**src/rtl/bus_cmd_ctrl_if.sv**
```systemverilog
// Bus command controller signal bundle: CPU status/control inputs and bus command outputs.
// Latency: none, wiring only.
// Backpressure: none; ready is carried as a plain level to the controller.
//
// Ports (slave = controller view):
//    s_n[2:0]  CPU status {S2,S1,S0}, active-low encoding
//    aen_n     address enable, cen command enable, iob I/O bus mode, ready bus ready
//    mrdc_n, mwtc_n, amwc_n, iorc_n, iowc_n, aiowc_n, inta_n  command strobes (active low)
//    dtr, den, mce, ale, busy  bus control outputs
interface bus_cmd_ctrl_if;
   logic [2:0] s_n;
   logic       aen_n;
   logic       cen;
   logic       iob;
   logic       ready;
   logic       mrdc_n;
   logic       mwtc_n;
   logic       amwc_n;
   logic       iorc_n;
   logic       iowc_n;
   logic       aiowc_n;
   logic       inta_n;
   logic       dtr;
   logic       den;
   logic       mce;
   logic       ale;
   logic       busy;

   modport slave (
      input  s_n, aen_n, cen, iob, ready,
      output mrdc_n, mwtc_n, amwc_n, iorc_n, iowc_n, aiowc_n, inta_n,
             dtr, den, mce, ale, busy
   );

   modport master (
      output s_n, aen_n, cen, iob, ready,
      input  mrdc_n, mwtc_n, amwc_n, iorc_n, iowc_n, aiowc_n, inta_n,
             dtr, den, mce, ale, busy
   );
endinterface

```
**src/rtl/bus_cmd_ctrl.sv**
```systemverilog
// 8088 bus command controller: decodes s_n into command strobes, sequencing T1-T2-[Tw]-T3-T4.
// Latency: all outputs registered, one clock after the inputs that cause them.
// Backpressure: ready (USE_READY=1) stretches Tw after the fixed wait count expires.
//
// Ports:
//    i_clk    system clock, rising edge
//    i_reset  synchronous, active-high
//    io_bus   bus_cmd_ctrl_if.slave: status/control inputs, command and bus control outputs
module bus_cmd_ctrl #(
   parameter int WAIT_STATES = 0,
   parameter bit USE_READY   = 1'b1,
   parameter bit ADV_WRITE   = 1'b1
) (
   input  logic          i_clk,
   input  logic          i_reset,
   bus_cmd_ctrl_if.slave io_bus
);

   typedef enum logic [2:0] {
      ST_IDLE,
      ST_T1,
      ST_T2,
      ST_TW,
      ST_T3,
      ST_T4
   } state_t;

   localparam logic [2:0] C_INTA    = 3'b000;
   localparam logic [2:0] C_IOR     = 3'b001;
   localparam logic [2:0] C_IOW     = 3'b010;
   localparam logic [2:0] C_HALT    = 3'b011;
   localparam logic [2:0] C_CODE    = 3'b100;
   localparam logic [2:0] C_MEMR    = 3'b101;
   localparam logic [2:0] C_MEMW    = 3'b110;
   localparam logic [2:0] C_PASSIVE = 3'b111;

   // The first Tw is the one being entered, so the counter holds the
   // number of fixed Tw cycles still to come after the current one.
   localparam logic [3:0] WS_LOAD = (WAIT_STATES == 0) ? 4'd0 : 4'(WAIT_STATES - 1);

   state_t     r_state;
   logic [2:0] r_code;
   logic       r_armed;
   logic [3:0] r_wleft;
   logic       r_mrdc_n, r_mwtc_n, r_amwc_n, r_iorc_n, r_iowc_n, r_aiowc_n, r_inta_n;
   logic       r_dtr, r_den, r_mce, r_ale, r_busy;

   state_t     w_nxt_state;
   logic [2:0] w_nxt_code;
   logic [3:0] w_nxt_wleft;
   logic       w_start;
   logic       w_is_rd, w_is_wr;
   logic       w_rd_ph, w_wr_ph, w_adv_ph;
   logic       w_mem_ok, w_io_ok;
   logic       w_mrdc_n, w_mwtc_n, w_amwc_n, w_iorc_n, w_iowc_n, w_aiowc_n, w_inta_n;
   logic       w_dtr, w_den, w_mce, w_ale, w_busy;

   always_comb begin
      w_nxt_state = r_state;
      w_nxt_wleft = r_wleft;
      // A cycle needs PASSIVE seen on the previous edge; HALT never starts one.
      w_start     = (r_state == ST_IDLE) && r_armed &&
                    (io_bus.s_n != C_PASSIVE) && (io_bus.s_n != C_HALT);
      w_nxt_code  = w_start ? io_bus.s_n : r_code;

      case (r_state)
         ST_IDLE: if (w_start) w_nxt_state = ST_T1;
         ST_T1:   w_nxt_state = ST_T2;
         ST_T2: begin
            if ((WAIT_STATES != 0) || (USE_READY && !io_bus.ready)) begin
               w_nxt_state = ST_TW;
               w_nxt_wleft = WS_LOAD;
            end else begin
               w_nxt_state = ST_T3;
            end
         end
         ST_TW: begin
            if (r_wleft != 4'd0) begin
               w_nxt_wleft = r_wleft - 4'd1;
            end else if (!(USE_READY && !io_bus.ready)) begin
               w_nxt_state = ST_T3;
            end
         end
         ST_T3:   w_nxt_state = ST_T4;
         default: w_nxt_state = ST_IDLE;
      endcase

      // Output decode looks at the state being entered so that the registered
      // outputs line up with that state.
      w_is_rd  = (w_nxt_code == C_INTA) || (w_nxt_code == C_IOR) ||
                 (w_nxt_code == C_CODE) || (w_nxt_code == C_MEMR);
      w_is_wr  = (w_nxt_code == C_IOW) || (w_nxt_code == C_MEMW);
      w_rd_ph  = (w_nxt_state == ST_T2) || (w_nxt_state == ST_TW) || (w_nxt_state == ST_T3);
      w_wr_ph  = (w_nxt_state == ST_T3);
      w_adv_ph = ADV_WRITE ? w_rd_ph : w_wr_ph;

      w_mem_ok = io_bus.cen && !io_bus.aen_n;
      w_io_ok  = io_bus.cen && (!io_bus.aen_n || io_bus.iob);

      w_mrdc_n  = !(w_rd_ph  && ((w_nxt_code == C_MEMR) || (w_nxt_code == C_CODE)) && w_mem_ok);
      w_mwtc_n  = !(w_wr_ph  && (w_nxt_code == C_MEMW) && w_mem_ok);
      w_amwc_n  = !(w_adv_ph && (w_nxt_code == C_MEMW) && w_mem_ok);
      w_iorc_n  = !(w_rd_ph  && (w_nxt_code == C_IOR)  && w_io_ok);
      w_iowc_n  = !(w_wr_ph  && (w_nxt_code == C_IOW)  && w_io_ok);
      w_aiowc_n = !(w_adv_ph && (w_nxt_code == C_IOW)  && w_io_ok);
      w_inta_n  = !(w_rd_ph  && (w_nxt_code == C_INTA) && w_io_ok);

      w_ale  = (w_nxt_state == ST_T1);
      w_busy = (w_nxt_state != ST_IDLE);
      w_dtr  = !(w_busy && (w_nxt_state != ST_T4) && w_is_rd);
      w_den  = io_bus.cen && (((w_nxt_state == ST_T1) && w_is_wr) || w_rd_ph);
      w_mce  = (w_nxt_state == ST_T1) && (w_nxt_code == C_INTA);
   end

   always_ff @(posedge i_clk) begin
      if (i_reset) begin
         r_state   <= ST_IDLE;
         r_code    <= C_PASSIVE;
         r_armed   <= 1'b1;
         r_wleft   <= 4'd0;
         r_mrdc_n  <= 1'b1;
         r_mwtc_n  <= 1'b1;
         r_amwc_n  <= 1'b1;
         r_iorc_n  <= 1'b1;
         r_iowc_n  <= 1'b1;
         r_aiowc_n <= 1'b1;
         r_inta_n  <= 1'b1;
         r_dtr     <= 1'b1;
         r_den     <= 1'b0;
         r_mce     <= 1'b0;
         r_ale     <= 1'b0;
         r_busy    <= 1'b0;
      end else begin
         r_state   <= w_nxt_state;
         r_code    <= w_nxt_code;
         r_armed   <= (io_bus.s_n == C_PASSIVE);
         r_wleft   <= w_nxt_wleft;
         r_mrdc_n  <= w_mrdc_n;
         r_mwtc_n  <= w_mwtc_n;
         r_amwc_n  <= w_amwc_n;
         r_iorc_n  <= w_iorc_n;
         r_iowc_n  <= w_iowc_n;
         r_aiowc_n <= w_aiowc_n;
         r_inta_n  <= w_inta_n;
         r_dtr     <= w_dtr;
         r_den     <= w_den;
         r_mce     <= w_mce;
         r_ale     <= w_ale;
         r_busy    <= w_busy;
      end
   end

   assign io_bus.mrdc_n  = r_mrdc_n;
   assign io_bus.mwtc_n  = r_mwtc_n;
   assign io_bus.amwc_n  = r_amwc_n;
   assign io_bus.iorc_n  = r_iorc_n;
   assign io_bus.iowc_n  = r_iowc_n;
   assign io_bus.aiowc_n = r_aiowc_n;
   assign io_bus.inta_n  = r_inta_n;
   assign io_bus.dtr     = r_dtr;
   assign io_bus.den     = r_den;
   assign io_bus.mce     = r_mce;
   assign io_bus.ale     = r_ale;
   assign io_bus.busy    = r_busy;

endmodule

```
**src/flat_wrapper.sv**
```systemverilog
// flat-port wrapper written by rule: the top's interface ports become plain ports
module bus_cmd_ctrl_flat 
#(
   parameter int WAIT_STATES = 0,
   parameter bit USE_READY   = 1'b1,
   parameter bit ADV_WRITE   = 1'b1
)
  (i_clk, i_reset, io_bus_s_n, io_bus_aen_n, io_bus_cen, io_bus_iob, io_bus_ready, io_bus_mrdc_n, io_bus_mwtc_n, io_bus_amwc_n, io_bus_iorc_n, io_bus_iowc_n, io_bus_aiowc_n, io_bus_inta_n, io_bus_dtr, io_bus_den, io_bus_mce, io_bus_ale, io_bus_busy);
  bus_cmd_ctrl_if io_bus_i ();
  input  logic i_clk;
  input  logic i_reset;
  input wire logic [$bits(io_bus_i.s_n)-1:0] io_bus_s_n;
  input wire logic [$bits(io_bus_i.aen_n)-1:0] io_bus_aen_n;
  input wire logic [$bits(io_bus_i.cen)-1:0] io_bus_cen;
  input wire logic [$bits(io_bus_i.iob)-1:0] io_bus_iob;
  input wire logic [$bits(io_bus_i.ready)-1:0] io_bus_ready;
  output wire logic [$bits(io_bus_i.mrdc_n)-1:0] io_bus_mrdc_n;
  output wire logic [$bits(io_bus_i.mwtc_n)-1:0] io_bus_mwtc_n;
  output wire logic [$bits(io_bus_i.amwc_n)-1:0] io_bus_amwc_n;
  output wire logic [$bits(io_bus_i.iorc_n)-1:0] io_bus_iorc_n;
  output wire logic [$bits(io_bus_i.iowc_n)-1:0] io_bus_iowc_n;
  output wire logic [$bits(io_bus_i.aiowc_n)-1:0] io_bus_aiowc_n;
  output wire logic [$bits(io_bus_i.inta_n)-1:0] io_bus_inta_n;
  output wire logic [$bits(io_bus_i.dtr)-1:0] io_bus_dtr;
  output wire logic [$bits(io_bus_i.den)-1:0] io_bus_den;
  output wire logic [$bits(io_bus_i.mce)-1:0] io_bus_mce;
  output wire logic [$bits(io_bus_i.ale)-1:0] io_bus_ale;
  output wire logic [$bits(io_bus_i.busy)-1:0] io_bus_busy;
  assign io_bus_i.s_n = io_bus_s_n;
  assign io_bus_i.aen_n = io_bus_aen_n;
  assign io_bus_i.cen = io_bus_cen;
  assign io_bus_i.iob = io_bus_iob;
  assign io_bus_i.ready = io_bus_ready;
  assign io_bus_mrdc_n = io_bus_i.mrdc_n;
  assign io_bus_mwtc_n = io_bus_i.mwtc_n;
  assign io_bus_amwc_n = io_bus_i.amwc_n;
  assign io_bus_iorc_n = io_bus_i.iorc_n;
  assign io_bus_iowc_n = io_bus_i.iowc_n;
  assign io_bus_aiowc_n = io_bus_i.aiowc_n;
  assign io_bus_inta_n = io_bus_i.inta_n;
  assign io_bus_dtr = io_bus_i.dtr;
  assign io_bus_den = io_bus_i.den;
  assign io_bus_mce = io_bus_i.mce;
  assign io_bus_ale = io_bus_i.ale;
  assign io_bus_busy = io_bus_i.busy;
  bus_cmd_ctrl #(.WAIT_STATES(WAIT_STATES), .USE_READY(USE_READY), .ADV_WRITE(ADV_WRITE)) u_core (.i_clk(i_clk), .i_reset(i_reset), .io_bus(io_bus_i));
endmodule
```
**config.mk**
```make
export PLATFORM = sky130hd
export DESIGN_NAME = bus_cmd_ctrl_flat
export DESIGN_NICKNAME = d
export VERILOG_FILES = /design/src/rtl/bus_cmd_ctrl_if.sv /design/src/rtl/bus_cmd_ctrl.sv /design/src/flat_wrapper.sv
export SDC_FILE = /design/constraint.sdc
export NUM_CORES = 1
export LEC_CHECK = 0
export ABC_AREA = 1
export CAP_MARGIN = 15
export CORE_ASPECT_RATIO = 1.2
export CORE_MARGIN = 5
export CORE_UTILIZATION = 40
export CTS_CLUSTER_SIZE = 40
export DETAILED_ROUTE_END_ITERATION = 8
export PLACE_DENSITY = 0.63
export SYNTH_ARGS = -nofsm -noshare
export SYNTH_HDL_FRONTEND = slang
export SYNTH_SLANG_ARGS = --single-unit
```
**constraint.sdc**
```tcl
create_clock -name i_clk -period 1.36 [get_ports i_clk]
set_input_delay 0.272 -clock i_clk [delete_from_list [all_inputs] [get_ports i_clk]]
set_output_delay 0.272 -clock i_clk [all_outputs]
set_load 0.005 [all_outputs]
```
==> results.json, run 1 <==
{
  "die_area_sq_mm": 0.003757,
  "seq_area_sq_um": 470.5,
  "placeableCoreArea_sq_mm": 0.002527,
  "cts_root_buf": "clkbuf_4",
  "via_count": 968,
  "syn-num-nets": 143,
  "yosysSeqAreaShare_pct": 43.81,
  "largest_reg_flops": 4,
  "layout_setup_ws_ns": 0.03465,
  "power_leakage_nw": 0.7206,
  "ys_ff_latch": 23,
  "synth_area_sq_mm": 0.001051,
  "worstHoldStart": "u_core.r_wleft[1]",
  "dieWidth_um": 56.80,
  "async_flop_share_pct": 0,
  "finalInstanceArea_sq_mm": 0.001506,
  "holdPathStages": 2,
  "met3_usage_pct": 2.930,
  "r2r_end": "u_core.io_bus.inta_n",
  "crit_type": "input port to register",
  "drv_slew": 0,
  "grt_util_met2_pct": 23.84,
  "tightestPinTransition_ns": 0.2413,
  "io_buffers": 20,
  "syn_area_per_cell_sq_um": 7.902,
  "path_cells": "clkdlybuf4s50_1, nand2_1, nand3_4, nand2_1, o21ai_4, nand2_2, nor2_2, nand3_1",
  "rsz0062_at_grt": "yes",
  "maxCapViolCount": 0,
  "num-fill-cells": 231,
  "clock_skew_ns": 0.001646,
  "antenna_found_initial": 0,
  "dp_hpwl_um": 1788,
  "crit_required_ns": 1.57,
  "cts_buffers": 3,
  "grt_overflow": 0,
  "wire_per_inst_um": 10.52,
  "path_delay_family": "simple AND/OR/NAND/NOR gates",
  "globalplace.congestion": 0.7969,
  "synth-edff-count": 0,
  "ys_warn_count": 0,
  "ff2ff_path_depth": 6,
  "grt_pass1_vias": 911,
  "drt_wl_total_um": 2219,
  "worstPathArrival_ns": 1.53,
  "nets": 189,
  "grt_max_degree": 14,
  "synthTopCellsByArea": "dfxtp_1 44%, nand2_1 8.9%, inv_1 6.8%",
  "cts.clk_slew.worst_paths_ns": 0.13,
  "power_density_mw_per_mm2": 1002,
  "top_register": "u_core.r_wleft",
  "htreeDepth": 1,
  "synth.most_common_cell": "nand2_1",
  "min_to": "u_core.r_wleft[1]",
  "drc": 0,
  "dp_worst_setup_slack_ns": -0.3088,
  "cp-end-kind": "register",
  "grt_use_total_pct": 12.79,
  "crit_fanout": 8,
  "synth_top_cell_by_area": "dfxtp_1",
  "cts.sinks": 23,
  "cts_tree": "built",
  "final.min_clock_period_ns": 1.325,
  "drive_above_1_share_pct": 34.83,
  "biggestRegsByFlops": "u_core.r_wleft x4, u_core.r_code x3, u_core.r_state x3",
  "die_h_um": 66.15,
  "n_antenna_cell": 0,
  "ios": 21,
  "synth_top_area_share_pct": 43.81,
  "busiest_layer": "met2",
  "cpMostUsedCell": "nand2_1",
  "place_area_sq_mm": 0.001435,
  "r2r_setup_slack_ns": 0.04,
  "multi_input_area_sq_um": 530.5,
  "synth_flop_cell": "dfxtp_1",
  "reg2reg_from": "u_core.r_state[1]",
  "firstDrtPassIters": 2,
  "min_path_type": "register to register",
  "drtIter0Drc": 13,
  "drt.antenna.violating_nets": 0,
  "initial_utilization_pct": 41.58,
  "ir_worst_vdd_v": 0.0006055,
  "area_delta_synth_final_pct": 43.33,
  "clock_path_buffers": 2,
  "hold_viol": 0,
  "slew_headroom_pct": 83.74,
  "status": "finished, final reports clean",
  "max_stage_delay_ns": 0.48,
  "fin_total_pwr_w": 0.001510,
  "yosys-top-cells-count": "25 x nand2_1, 23 x dfxtp_1, 19 x inv_1",
  "grt_pass1_wl_um": 3788,
  "use_met1_pct": 14.13,
  "startpoint_type": "input port",
  "setup_viol": 0,
  "critPathBufInv": 1,
  "ys_types": 24,
  "rows": 20,
  "vias_per_cell": 4.588,
  "worstSkewPairLatency_ns": 0.31,
  "crit_path_top_delay_cell": "clkdlybuf4s50_1",
  "final.period_utilization_pct": 97.45,
  "synth_cells": 133,
  "max_freq_mhz": 754.5
}
[worst max-delay path by stage]
stage | endpoint | depth (start not counted) | startpoint | slack (ns)
after floorplan | u_core.io_bus.den | 9 | u_core.r_wleft[0] | 0.14
after global placement | u_core.io_bus.inta_n | 8 | io_bus_s_n[1] | -0.26
after detailed placement | u_core.io_bus.inta_n | 8 | io_bus_s_n[0] | -0.31
after CTS | u_core.io_bus.inta_n | 6 | u_core.r_state[0] | 0.0008
after global routing | u_core.io_bus.inta_n | 6 | u_core.r_state[1] | -0.08
final | u_core.io_bus.inta_n | 8 | io_bus_s_n[0] | 0.03
[per-stage QoR]
step	hold slack [ns]	instances	util [%]	setup TNS (ns)
final	0.4973	211	59.60	0
after global routing	0.5317	211	59.60	-0.3396
after CTS	0.4984	210	58.07	0
after detailed placement	0.4811	205	56.78	-3.686
after global placement	0.4650	205	56.78	-3.003
after floorplan	0.3411	133	-	0
[metal layers]
metal	share of wire, %	wire length, um	vias to the layer above
li1	-	-	509
met2	51	1127	17
met5	0	0	-
met3	5.1	113	4
met1	43	951	438
met4	1.2	26	0
[worst reg2reg max path, stage by stage (launching register included)]
cell and delay [ns]:
dfxtp_4 0.40, nor2_4 0.16, nand3_4 0.15, o21ai_4 0.26, nand2_2 0.10, nor2_2 0.08, nand3_1 0.07
[cell type report]
type | count | share of cell area, %
Clock buffer | 3 | 1.495
Clock inverter | 1 | 0.3322
Inverter | 25 | 6.229
Multi-Input combinational cell | 85 | 35.22
Sequential cell | 23 | 31.23
Tap cell | 33 | 2.741
Timing Repair Buffer | 41 | 22.76
[kinds of logic after synthesis]
logic type	share of synthesized area, %
AND/OR/NAND/NOR	36.91
buffers and inverters	8.929
flip-flops	43.81
AO/OA/AOI/OAI	7.500
XOR/XNOR	1.667
adder cells (fa/ha/maj)	1.190
[where the power goes]
part / switching (W) / internal (W) / total [W]
registers: 0.0000335 / 0.000718 / 0.000752
clock network: 0.000207 / 0.000110 / 0.000317
logic: 0.000233 / 0.000209 / 0.000442
total: 0.000473 / 0.00104 / 0.00151
[placed cells by master (no fill, tap or decap), types with 3 or more instances in the layout]
master and n:
nor2_2 7, o21ai_0 3, nand3_1 11, clkbuf_4 3, dfxtp_1 19, dlygate4sd2_1 12
nor2_4 3, nand3_2 3, nand2_1 25, clkdlybuf4s50_1 8, inv_2 7, inv_1 18
nand4_1 3, buf_4 21, nand2_2 3, nor2_1 8, a21oi_1 4
[repair_timing]
item                                    CTS  global route
buffers inserted                          1             1
pin swaps                                 2             4
gates resized for setup                  18             8
endpoints found under the setup margin   21            16
hold buffers                              0             0
(Power assumes the default switching activity.)
==> run 2: changes to the inputs <==
--- a/config.mk
+++ b/config.mk
@@ -8,7 +8,6 @@
 export ABC_AREA = 1
 export CAP_MARGIN = 15
 export CORE_ASPECT_RATIO = 1.2
-export CORE_MARGIN = 5
 export CORE_UTILIZATION = 40
 export CTS_CLUSTER_SIZE = 40
 export DETAILED_ROUTE_END_ITERATION = 8
==> constraint.sdc (replaced) <==
create_clock -name i_clk -period 1.25 [get_ports i_clk]
set_input_delay 0.25 -clock i_clk [delete_from_list [all_inputs] [get_ports i_clk]]
set_output_delay 0.25 -clock i_clk [all_outputs]
set_load 0.005 [all_outputs]
==> run 2 against run 1 <==
The run now ends with setup timing left. Setup slack worse by 0.13 ns. Utilization up 12 points. Clock power up 6%.
==> results.json, run 2 (synthesized netlist as in run 1, its figures left out) <==
{
  "power_frac_comb_pct": 38.0,
  "worstHoldStart": "io_bus_s_n[0]",
  "nets": 204,
  "status": "finished, violations left",
  "grt_use_total_pct": 20.68,
  "power_leakage_nw": 0.8279,
  "p_sw_share_pct": 32.60,
  "crit_type": "register to register",
  "num-fill-cells": 198,
  "setup_viol": 14,
  "violations": "setup timing",
  "grt_max_degree": 14,
  "rows": 20,
  "drv_slew": 0,
  "die_h_um": 58.15,
  "die_area_sq_mm": 0.002837,
  "placeableCoreArea_sq_mm": 0.002502,
  "postLayoutCoreUtil_pct": 71.15,
  "pwr-share-clk_pct": 18.2,
  "final.min_clock_period_ns": 1.342,
  "antenna_found_initial": 0,
  "final_common_cell": "buf_4",
  "ios": 21,
  "hold_viol": 0,
  "top_register": "u_core.r_wleft",
  "setup_tns_ns": -0.4960,
  "crit_required_ns": 1.45,
  "clock_path_buffers": 2,
  "cts.sinks": 23,
  "p_int_w": 0.001242,
  "ir_worst_vdd_v": 0.0006692,
  "dieWidth_um": 48.80,
  "cp-end-kind": "register",
  "worstSkewPairLatency_ns": 0.31,
  "clock_skew_ns": 0.01151,
  "layout_setup_ws_ns": -0.09202,
  "grt_overflow": 0,
  "n_antenna_cell": 0,
  "dp_worst_setup_slack_ns": -0.3942,
  "area_delta_synth_final_pct": 69.40,
  "seq_power_share_pct": 43.7,
  "final.period_utilization_pct": 107.4,
  "worstPathArrival_ns": 1.54,
  "rsz0062_at_grt": "yes",
  "max_freq_mhz": 745.1,
  "htreeDepth": 1,
  "hold_buffers": 0,
  "grt_pass1_wl_um": 4554,
  "final_cells": 226,
  "cts.clk_slew.worst_paths_ns": 0.13,
  "io_buffers": 20,
  "wire_per_inst_um": 11.85,
  "min_to": "u_core.r_armed",
  "drtIter0Drc": 25,
  "power.switching_w": 0.0006006,
  "placed_cells": 211,
  "cts_tree": "built",
  "drive_above_1_share_pct": 53.89,
  "largest_reg_flops": 4,
  "drc": 0,
  "globalplace.congestion": 0.8905,
  "via_count": 1040,
  "final_cell_mix": "31 x buf_4, 18 x dfxtp_1, 15 x inv_1",
  "dp_hpwl_um": 1779,
  "tightestPinTransition_ns": 0.3042,
  "r2r_setup_slack_ns": -0.09,
  "power_density_mw_per_mm2": 1035,
  "min_path_type": "input port to register",
  "drt.antenna.violating_nets": 0,
  "grt_pass1_vias": 1074,
  "ff2ff_path_depth": 6,
  "reg2reg_from": "u_core.r_state[1]",
  "vias_per_cell": 4.602,
  "fin_total_pwr_w": 0.001842,
  "biggestRegsByFlops": "u_core.r_wleft x4, u_core.r_code x3, u_core.r_state x3",
  "cts_buffers": 3,
  "r2r_end": "u_core.io_bus.inta_n",
  "crit_fanout": 8,
  "drt_wl_total_um": 2678,
  "holdPathStages": 3,
  "maxCapViolCount": 0,
  "firstDrtPassIters": 4,
  "cts_root_buf": "clkbuf_4",
  "initial_utilization_pct": 42.00,
  "startpoint_type": "register",
  "slew_headroom_pct": 79.50
}
==> run 2: changes by cell type in the layout (fill, tap and decap cells not counted), moves of 3 or more <==
| cell | change |
|---|---|
| a21oi_2 | +3 |
| a21oi_1 | -3 |
| nand3_1 | -3 |
| nand2_2 | +11 |
| nor2_1 | -3 |
| nor2_4 | +5 |
| nand2_1 | -12 |
| buf_4 | +10 |
| inv_1 | -3 |
| buf_6 | +5 |
==> run 2: worst max path at each step <==
stage	startpoint	to	slack (ns)
floorplan	u_core.r_wleft[0]	u_core.io_bus.den	0.03
global placement	io_bus_s_n[1]	u_core.io_bus.amwc_n	-0.33
detailed placement	io_bus_s_n[1]	u_core.io_bus.inta_n	-0.39
CTS	u_core.r_state[1]	u_core.io_bus.inta_n	-0.1
global route	u_core.r_state[1]	u_core.io_bus.amwc_n	-0.17
finish	u_core.r_state[1]	u_core.io_bus.inta_n	-0.09
==> run 2: critical path: stages (launching register included) <==
cell     delay, ns
dfxtp_4       0.38
nor2_4        0.15
nand3_4       0.17
o21ai_4       0.27
nand2_2       0.11
nor2_2        0.08
nand3_1       0.07
==> run 2: what timing repair did <==
| action | 4_1_cts | 5_1_grt |
|---|---|---|
| resized for setup | 41 | 32 |
| pin swaps | 15 | 14 |
| cloned | 0 | 0 |
| buffers inserted | 6 | 5 |
| setup endpoints to repair | 28 | 19 |
==> run 2: through the flow <==
step	hold WS, ns	area (sq um)
2_1_floorplan	0.3191	1051
3_3_place_gp	0.4978	1480
3_5_place_dp	0.5202	1480
4_1_cts	0.5398	1623
5_1_grt	0.3499	1780
6_report	0.3439	1780
==> run 2: power groups by stage <==
| stage | combinational, W | sequential [W] | clock [W] |
|---|---|---|---|
| floorplan | 0.000261 | 0.000828 | 0 |
| global placement | 0.000478 | 0.000830 | 0 |
| detailed placement | 0.000486 | 0.000830 | 0 |
| CTS | 0.000585 | 0.000805 | 0.000339 |
| global route | 0.000757 | 0.000811 | 0.000384 |
| finish | 0.000700 | 0.000806 | 0.000336 |
==> run 2: cell type report <==
class                   instances  area [sq um]  area share [%]
clock inverters                 1         5.005          0.2811
multi-input cells              85         661.9           37.17
inverters                      25         98.84           5.552
clock buffers                   3         22.52           1.265
flip-flops and latches         23         474.2           26.63
repair buffers                 56         476.7           26.77
well taps                      33         41.29           2.319
==> run 2: routing by layer <==
metal / routed length, um / track usage [%]
met1: 1031 / 22.99
met4: 61 / 7.143
met2: 1512 / 40.08
met3: 73 / 2.625
met5: 0 / 0
